[src/rtl/axi_lite_pkg.sv]
// rtl/axi_lite_pkg.sv - shared types and constants for the AXI4-Lite initiator
package axi_lite_pkg;

    typedef enum logic [2:0] {
        IDLE,
        RD_ADDR,
        RD_DATA,
        WR_REQ,
        WR_RESP,
        DONE
    } state_t;

    localparam logic [1:0] RESP_OKAY   = 2'b00;
    localparam logic [1:0] RESP_EXOKAY = 2'b01;
    localparam logic [1:0] RESP_SLVERR = 2'b10;
    localparam logic [1:0] RESP_DECERR = 2'b11;

    localparam logic [2:0] PROT_DEFAULT = 3'b000;

    function automatic logic resp_is_err(input logic [1:0] resp);
        return (resp == RESP_SLVERR) || (resp == RESP_DECERR);
    endfunction

endpackage

[src/rtl/axi_lite_master.sv]
// rtl/axi_lite_master.sv - single-outstanding AXI4-Lite initiator with optional watchdog
module axi_lite_master
    import axi_lite_pkg::*;
#(
    parameter int ADDR_WIDTH     = 32,
    parameter int TIMEOUT_CYCLES = 0
) (
    input  logic                  clk,
    input  logic                  rst,
    input  logic                  req_valid,
    output logic                  req_ready,
    input  logic                  req_we,
    input  logic [ADDR_WIDTH-1:0] req_addr,
    input  logic [31:0]           req_wdata,
    input  logic [3:0]            req_wstrb,
    output logic                  resp_valid,
    output logic [31:0]           resp_rdata,
    output logic                  resp_err,
    output logic [ADDR_WIDTH-1:0] axi_araddr,
    output logic                  axi_arvalid,
    output logic [2:0]            axi_arprot,
    input  logic                  axi_arready,
    input  logic [31:0]           axi_rdata,
    input  logic [1:0]            axi_rresp,
    input  logic                  axi_rvalid,
    output logic                  axi_rready,
    output logic [ADDR_WIDTH-1:0] axi_awaddr,
    output logic                  axi_awvalid,
    output logic [2:0]            axi_awprot,
    input  logic                  axi_awready,
    output logic [31:0]           axi_wdata,
    output logic [3:0]            axi_wstrb,
    output logic                  axi_wvalid,
    input  logic                  axi_wready,
    input  logic [1:0]            axi_bresp,
    input  logic                  axi_bvalid,
    output logic                  axi_bready
);

    localparam bit          TO_EN   = (TIMEOUT_CYCLES != 0);
    localparam logic [15:0] TO_LAST = 16'(TIMEOUT_CYCLES - 1);

    state_t                  state;
    state_t                  state_n;
    logic                    aw_done;
    logic                    w_done;
    logic [15:0]             wd_cnt;
    logic [ADDR_WIDTH-1:0]   addr_q;
    logic [31:0]             wdata_q;
    logic [3:0]              wstrb_q;
    logic [31:0]             rdata_q;
    logic                    err_q;
    logic                    timeout_hit;
    logic                    accept;
    logic                    rd_fin;
    logic                    wr_fin;
    logic                    abort;

    assign timeout_hit = TO_EN && (wd_cnt >= TO_LAST);

    always_ff @(posedge clk or posedge rst) begin
        if (rst) begin
            state <= IDLE;
        end else begin
            state <= state_n;
        end
    end

    always_comb begin
        state_n     = state;
        accept      = 1'b0;
        rd_fin      = 1'b0;
        wr_fin      = 1'b0;
        abort       = 1'b0;
        case (state)
            IDLE: begin
                if (req_valid) begin
                    accept  = 1'b1;
                    state_n = req_we ? WR_REQ : RD_ADDR;
                end
            end
            RD_ADDR: begin
                if (axi_arready) begin
                    state_n = RD_DATA;
                end else if (timeout_hit) begin
                    abort   = 1'b1;
                    state_n = DONE;
                end
            end
            RD_DATA: begin
                if (axi_rvalid) begin
                    rd_fin  = 1'b1;
                    state_n = DONE;
                end else if (timeout_hit) begin
                    abort   = 1'b1;
                    state_n = DONE;
                end
            end
            WR_REQ: begin
                // AW and W may complete in either order or together
                if ((aw_done || axi_awready) && (w_done || axi_wready)) begin
                    state_n = WR_RESP;
                end else if (timeout_hit) begin
                    abort   = 1'b1;
                    state_n = DONE;
                end
            end
            WR_RESP: begin
                if (axi_bvalid) begin
                    wr_fin  = 1'b1;
                    state_n = DONE;
                end else if (timeout_hit) begin
                    abort   = 1'b1;
                    state_n = DONE;
                end
            end
            DONE: begin
                state_n = IDLE;
            end
            default: begin
                state_n = IDLE;
            end
        endcase

        req_ready   = (state == IDLE);
        axi_arvalid = (state == RD_ADDR);
        axi_rready  = (state == RD_DATA);
        axi_awvalid = (state == WR_REQ) && !aw_done;
        axi_wvalid  = (state == WR_REQ) && !w_done;
        axi_bready  = (state == WR_RESP);
        resp_valid  = (state == DONE);
    end

    always_ff @(posedge clk or posedge rst) begin
        if (rst) begin
            addr_q  <= '0;
            wdata_q <= '0;
            wstrb_q <= '0;
            aw_done <= 1'b0;
            w_done  <= 1'b0;
            wd_cnt  <= '0;
            rdata_q <= '0;
            err_q   <= 1'b0;
        end else begin
            if (accept) begin
                addr_q  <= req_addr;
                wdata_q <= req_wdata;
                wstrb_q <= req_wstrb;
                aw_done <= 1'b0;
                w_done  <= 1'b0;
                wd_cnt  <= '0;
            end else if (state != IDLE && state != DONE && wd_cnt != 16'hFFFF) begin
                wd_cnt <= wd_cnt + 16'd1;
            end
            if (state == WR_REQ && axi_awready) begin
                aw_done <= 1'b1;
            end
            if (state == WR_REQ && axi_wready) begin
                w_done <= 1'b1;
            end
            if (rd_fin) begin
                rdata_q <= axi_rdata;
                err_q   <= resp_is_err(axi_rresp);
            end
            if (wr_fin) begin
                rdata_q <= '0;
                err_q   <= resp_is_err(axi_bresp);
            end
            if (abort) begin
                rdata_q <= '0;
                err_q   <= 1'b1;
            end
        end
    end

    assign axi_araddr = addr_q;
    assign axi_awaddr = addr_q;
    assign axi_wdata  = wdata_q;
    assign axi_wstrb  = wstrb_q;
    assign axi_arprot = PROT_DEFAULT;
    assign axi_awprot = PROT_DEFAULT;
    assign resp_rdata = rdata_q;
    assign resp_err   = err_q;

endmodule
[config.mk]
export PLATFORM = sky130hd
export DESIGN_NAME = axi_lite_master
export DESIGN_NICKNAME = d
export VERILOG_FILES = /design/src/rtl/axi_lite_pkg.sv /design/src/rtl/axi_lite_master.sv
export SDC_FILE = /design/constraint.sdc
export NUM_CORES = 1
export LEC_CHECK = 0
export ABC_AREA = 1
export ABC_CLOCK_PERIOD_IN_PS = 3200
export CELL_PAD_IN_SITES_DETAIL_PLACEMENT = 1
export CELL_PAD_IN_SITES_GLOBAL_PLACEMENT = 2
export CORE_MARGIN = 4
export CORE_UTILIZATION = 30
export DETAILED_ROUTE_END_ITERATION = 10
export DONT_BUFFER_PORTS = 1
export GPL_ROUTABILITY_DRIVEN = 1
export GPL_TIMING_DRIVEN = 0
export PLACE_DENSITY = 0.81
export SLEW_MARGIN = 20
export SYNTH_ARGS = -nofsm -noshare
export SYNTH_HDL_FRONTEND = slang
export SYNTH_SLANG_ARGS = --single-unit
[constraint.sdc]
create_clock -name clk -period 3.2 [get_ports clk]
set_input_delay 0.64 -clock clk [delete_from_list [all_inputs] [get_ports clk]]
set_output_delay 0.64 -clock clk [all_outputs]
set_load 0.03 [all_outputs]
==> results of run 1 <==
==> cell families after synthesis <==
kind of cell           synth area share [%]
AO/OA/AOI/OAI                          1.05
buffers and inverters                  11.5
flip-flops                             58.8
other                                0.0831
AND/OR/NAND/NOR                        28.6
==> worst reg2reg max path, delay by kind of cell, from the launching register on <==
family                 cells  cell delay [ns]
AND/OR/NAND/NOR            5             0.68
flip-flops                 1             0.46
buffers and inverters      3             0.44
==> cell type report <==
| type | instances | area share, % |
|---|---|---|
| inverters | 18 | 1.39 |
| well taps | 184 | 4.49 |
| multi-input cells | 350 | 26.5 |
| repair buffers | 3 | 1.17 |
| flip-flops and latches | 106 | 51.7 |
| clock buffers | 10 | 4.66 |
| clock inverters | 6 | 1.29 |
| plain buffers | 59 | 8.76 |
==> registers in the layout, indices dropped and copies added (netlist names) <==
| name | flops |
|---|---|
| w_done | 1 |
| axi_araddr | 32 |
| aw_done | 1 |
| axi_wstrb | 4 |
| axi_wdata | 32 |
| resp_err | 1 |
| state | 3 |
| resp_rdata | 32 |
==> Yosys cell counts <==
library cell  number
conb_1             1
dfrtp_1          106
a21oi_1            1
o22ai_1            2
inv_2              3
buf_6              4
inv_1             15
nor2_2             1
o21ai_0            3
nor2_4             2
nand3_1            6
nand3b_1           1
clkbuf_8           3
buf_2             11
nor2_1             9
nand2_1          317
o21bai_1           2
buf_4             41
==> worst max-delay path by stage <==
stage,start,endpoint,slack (ns),cells past startpoint
2_1_floorplan,rst,aw_done,1.29,1
3_3_place_gp,rst,resp_rdata[11],0.69,1
3_5_place_dp,state[1],axi_wvalid,1.35,4
4_1_cts,state[1],axi_wvalid,0.94,4
5_1_grt,state[0],axi_wvalid,0.82,4
6_report,state[1],axi_wvalid,0.97,4
==> per-layer routing <==
layer | vias to the layer above | share of wire, %
met1 | 1621 | 38
met3 | 14 | 11
met2 | 165 | 50
li1 | 1570 | -
met5 | - | 0
met4 | 0 | 1.8
==> where the power goes <==
| group | switching, mW | internal [mW] | total [mW] |
|---|---|---|---|
| Combinational | 1.32 | 0.674 | 2.00 |
| Sequential | 1.65 | 1.92 | 3.57 |
| Clock | 0.506 | 0.629 | 1.13 |
==> metrics by stage <==
stage / std cells / area [sq um] / power (mW) / worst slack (ns) / util (%)
finish: 736 / 5130 / 6.70 / 0.968 / 35.0
global route: 736 / 5130 / 7.17 / 0.825 / 35.0
CTS: 736 / 5130 / 6.83 / 0.940 / 35.0
detailed placement: 720 / 4820 / 5.67 / 1.35 / 32.9
global placement: 717 / 4760 / 5.54 / 0.687 / 32.5
floorplan: 533 / 4530 / 5.12 / 1.29 / -
==> impl_results.md, run 1 <==
* DR DRC count at 0
* Commonest non-fill, non-tap cells in the layout: nand2_1 (317), dfrtp_1 (106), buf_4 (41), inv_1 (14), buf_2 (11)
* Worst R2R End: axi_wdata[7]
* Slowest cell on the critical path: dfrtp_1
* Final worst-path cycle share at between 60 and 70%
* Largest net degree at the start of global routing at 32
* Synthesis-to-finish area growth at 13.7%
* Area leader, netlist: dfrtp_1
* CTS tree: yes
* Final setup fails at 0
* Via Count at 3370
* Via density at 4.58
* Nets at 660
* R2R setup slack at 1.52 ns
* RSZ-0062 raised after global routing: no
* Multi-input gate area at between 0.001 and 0.0015 sq mm
* FILL cells at 1772
* Commonest non-fill, non-tap cell in the layout: nand2_1
* Antenna cells at 0
* CP max FO at 5
* Total CTS buffers at 9
* Root Buffer: clkbuf_16
* WP data required at around 2.6 ns
* Routed len/inst at 17.5 um
* Postcts setup bufs at 0
* Sequential fraction of the synthesis area at 58.8%
* Buf/Inv on CP at 1
* Vias in the first global route at ~3500
* Cell count after synthesis at approximately 530
* Status: finished, final reports clean
* CP cell instances: nand2_1, nor2_1, inv_1, nor2_1
* Core outline area at ~0.015 sq mm
* Initial antenna violation count at 0
* Final setup TNS at 0 ns
* Gr busiest metal: met2
* Htree depth at 3
* First-pass GRT wire length at between 15 and 20 mm
* Top cell type's share of synthesized area at between 50% and 60%
* Detailed Route Iter0 Violations at slightly below 100
* Reg-to-reg startpoint: state[1]
* Relative slew slack at approximately 60%
* Post-DP HPWL at 10.3 mm
* PostCTS Resize Cnt at 0
* Reg clk slew, reported paths at about 0.070 ns
* Die footprint at around 0.017 sq mm
* Critical Path AT at 1.59 ns
* Die extent in y at between 100 and 150 um
* Seq cells post-synth at 106
* Total of max-cap violations at 0
* Reg2reg path depth at 8
* Initial core utilization at 30.8%
* Fin Clk Skew at 0.00576 ns
* Clk_lat worst skew at ~0.35 ns
* Rows at between 40 and 50
* # IOs at 259
* GPL Wtd Cong at between 0.7 and 0.8
* Total GRT Usage at around 15%
* YS warnings at 0
* Worst slew pin tran at just under 0.6 ns
* Worst Hold Class: in -> async
* Fmax at ~450 MHz
* Clock Tree Buf Depth at 2
* Met3 GRT Util at between 5 and 6%
* Syn Area/Cell at between 8 and 9 sq um
* Fin crit period at around 2.2 ns
* Setup crit end kind: output port
* First-pass DRT Iterations at 4
* Post-route ant nets at 0
* GRT overflow at 0
* Critical Path Most Common Cell: nor2_1
* Die W at 131 um
* Synth Cell Area at roughly 0.0045 sq mm
* FF+latch area at between 0.002 and 0.003 sq mm
* Slew Limit Fails at 0
* Peak supply drop at 0.000400 V
* Port Buffer Count at 0
* TritonCTS Sinks at between 100 and 150
* Startpoint Class: flop
* Final wirelength at between 10 and 15 mm
* Routing usage on met2 at between 20% and 30%
* Delay-heaviest family, CP: simple AND/OR/NAND/NOR gates
* Layout cells sized above 1 at between 10% and 20%
* Synth cell types at 18
* Synth top area cells: dfrtp_1 (59%), nand2_1 (26%), buf_4 (6.8%)
* GR Util met1 at between 10% and 20%
* Max incr delay on CP at approximately 0.47 ns
* Power Density at 1310 mW/mm^2
* Worst hold slack at roughly 0.23 ns
* Lkg Pwr at approximately 2.9 nW
* Critical path class: reg -> out
* Final hold viol count at 0
* Hold Buf Count CTS at 0
No activity file was read; power rests on OpenSTA's default activity.
==> run 2: changes to the inputs <==
Settings changed: ABC_CLOCK_PERIOD_IN_PS 3200 to 1900.
Clock period 3.2 ns to 1.9 ns, I/O delays scaled along.
==> run 2 against run 1 <==
Worst hold slack worse by 0.085 ns. Global-route usage hardly changed. Clock skew hardly changed. Clock power is 69% higher. Power is 69% higher. Sequential power is 69% higher.
==> impl_results.md, run 2 (synthesis gave the netlist of run 1 again) <==
* Post-DP HPWL at 10.3 mm (unchanged)
* Routing usage on met2 at 24.7% (+0.090 points)
* Fin crit period at 1.84 ns
* Layout cells sized above 1 at 16.1% (+0.70 points)
* Final hold viol count at 0 (unchanged)
* RSZ-0062 raised after global routing: yes
* Nets at 661 (+0.15%)
* Startpoint Class: flop
* Fmax at 544 MHz
* Critical path class: reg -> out
* Min-delay src: axi_rdata[19]
* Clock Tree Buf Depth at 2 (unchanged)
* Setup crit end kind: output port
* Die extent in y at 131 um (unchanged)
* DR DRC count at 0 (unchanged)
* Die footprint at 0.0171 sq mm (unchanged)
* Port Buffer Count at 0 (unchanged)
* GPL Wtd Cong at 0.730 (unchanged)
* First-pass GRT wire length at 19.1 mm (+0.18%)
* Initial core utilization at 30.8% (unchanged)
* Commonest non-fill, non-tap cell in the layout: nand2_1
* Final setup TNS at 0 ns (unchanged)
* Critical path origin: state[1]
* Routed len/inst at 17.5 um (-0.10%)
* Relative slew slack at 60.1% (-0.092 points)
* Root Buffer: clkbuf_16
* Vias in the first global route at 3528 (+0.34%)
* Post-route ant nets at 0 (unchanged)
* CP max FO at 5 (unchanged)
* Total CTS buffers at 9 (unchanged)
* Initial antenna violation count at 0 (unchanged)
* Core outline area at 0.0146 sq mm (unchanged)
* Critical Path AT at 1.46 ns (-0.13 ns)
* Final core utilization at 35.2% (+0.14 points)
* Rows at 44 (unchanged)
* CTS tree: yes
* Fin Clk Skew at 0.00576 ns (-0.00000239 ns)
* Clk_lat worst skew at 0.35 ns (about the same)
* Largest net degree at the start of global routing at 32 (unchanged)
* FILL cells at 1768 (-0.23%)
* Postcts setup bufs at 0 (unchanged)
* Power Density at 2190 mW/mm^2 (+68%)
* Lkg Pwr at 2.87 nW (+0.11%)
* Reg-to-reg startpoint: state[0]
* Reg clk slew, reported paths at 0.07 ns (about the same)
* Via density at 4.55 (-0.52%)
* Worst hold slack at 0.144 ns (-0.0846 ns)
* Synthesis-to-finish area growth at 14.1%
* Final setup fails at 0 (unchanged)
* Total GRT Usage at 14.6% (+0.026 points)
* Post-Layout Cell Count at 737 (+0.14%)
* Total of max-cap violations at 0 (unchanged)
* Gr busiest metal: met2
* Htree depth at 3 (unchanged)
* # IOs at 259 (unchanged)
* GR Util met1 at 16.6% (-0.026 points)
* GRT overflow at 0 (unchanged)
* Worst Hold Class: in -> reg
* First-pass DRT Iterations at 5 (+1)
* Die W at 131 um (unchanged)
* Final Power at 11.3 mW (+69%)
* Detailed Route Iter0 Violations at 90 (-8.2%)
* Status: finished, final reports clean
* Worst slew pin tran at 0.598 ns (+0.00232 ns)
* Peak supply drop at 0.000673 V (+68%)
* Final worst-path cycle share at between 90 and 100%
* WP data required at 1.52 ns (-1.04 ns)
* Commonest non-fill, non-tap cells in the layout: nand2_1 (317), dfrtp_1 (106), buf_4 (41), inv_1 (14), buf_2 (11)
* Cells after DPL at 720 (unchanged)
* TritonCTS Sinks at 106 (unchanged)
* Final wirelength at 12.9 mm (about the same)
* Slew Limit Fails at 0 (unchanged)
* Via Count at 3357 (-0.39%)
* Met3 GRT Util at 5.81% (+0.041 points)
* Antenna cells at 0 (unchanged)
## run 2: cell type report
class                           instances  area (sq um)  area share [%]
Buffer                                 59           449            8.72
Clock buffer                           10           239            4.64
Clock inverter                          6          66.3            1.29
Inverter                               18          71.3            1.39
Multi-Input combinational cell        350          1370            26.6
Sequential cell                       106          2650            51.5
Tap cell                              184           230            4.47
Timing Repair Buffer                    4          70.1            1.36
## run 2: what timing repair did
| action | in CTS | in global routing |
|---|---|---|
| hold endpoints to repair | 23 | 0 |
| hold buffers | 1 | 0 |
| resized for setup | 2 | 2 |
| setup endpoints to repair | 2 | 4 |
## run 2: metrics by stage
stage	setup WS, ns	instance area, sq um
2_1_floorplan	0.246	4530
3_3_place_gp	-0.353	4760
3_5_place_dp	0.182	4820
4_1_cts	0.0115	5140
5_1_grt	-0.0696	5150
6_report	0.0607	5150
## run 2: path summary, 6_finish.rpt
| kind | endpoint | cells past startpoint | slack (ns) |
|---|---|---|---|
| setup / recovery | axi_wvalid | 4 | 0.06 |
| hold / removal | resp_rdata[19] | 2 | 0.14 |
| setup reg to reg | axi_wdata[7] | 8 | 0.22 |
| hold reg to reg | w_done | 2 | 0.59 |
| max in group asynchronous | resp_rdata[27] | 4 | 0.55 |
| min in group asynchronous | axi_araddr[11] | 2 | 0.59 |
## run 2: critical path, stage by stage, from the launching register on
cell and delay (ns):
dfrtp_1 0.47, nand2_1 0.08, nor2_1 0.13, inv_1 0.11, nor2_2 0.31
## run 2: layer usage
layer / share of wire, % / vias up
met5: 0 / -
met4: 1.8 / 0
met3: 11 / 14
met2: 50 / 160
met1: 38 / 1611
li1: - / 1572
## run 2: where the power goes
part	switching (mW)	leakage, nW	internal, mW
Clock	0.848	0.141	1.06
Sequential	2.79	1.34	3.23
Combinational	2.24	1.39	1.14
==> run 3: changes to the inputs <==
Settings changed: ABC_CLOCK_PERIOD_IN_PS 1900 to unset.
==> results of run 3 <==
The final DEF is identical to that of run 2; final timing and power are the same.
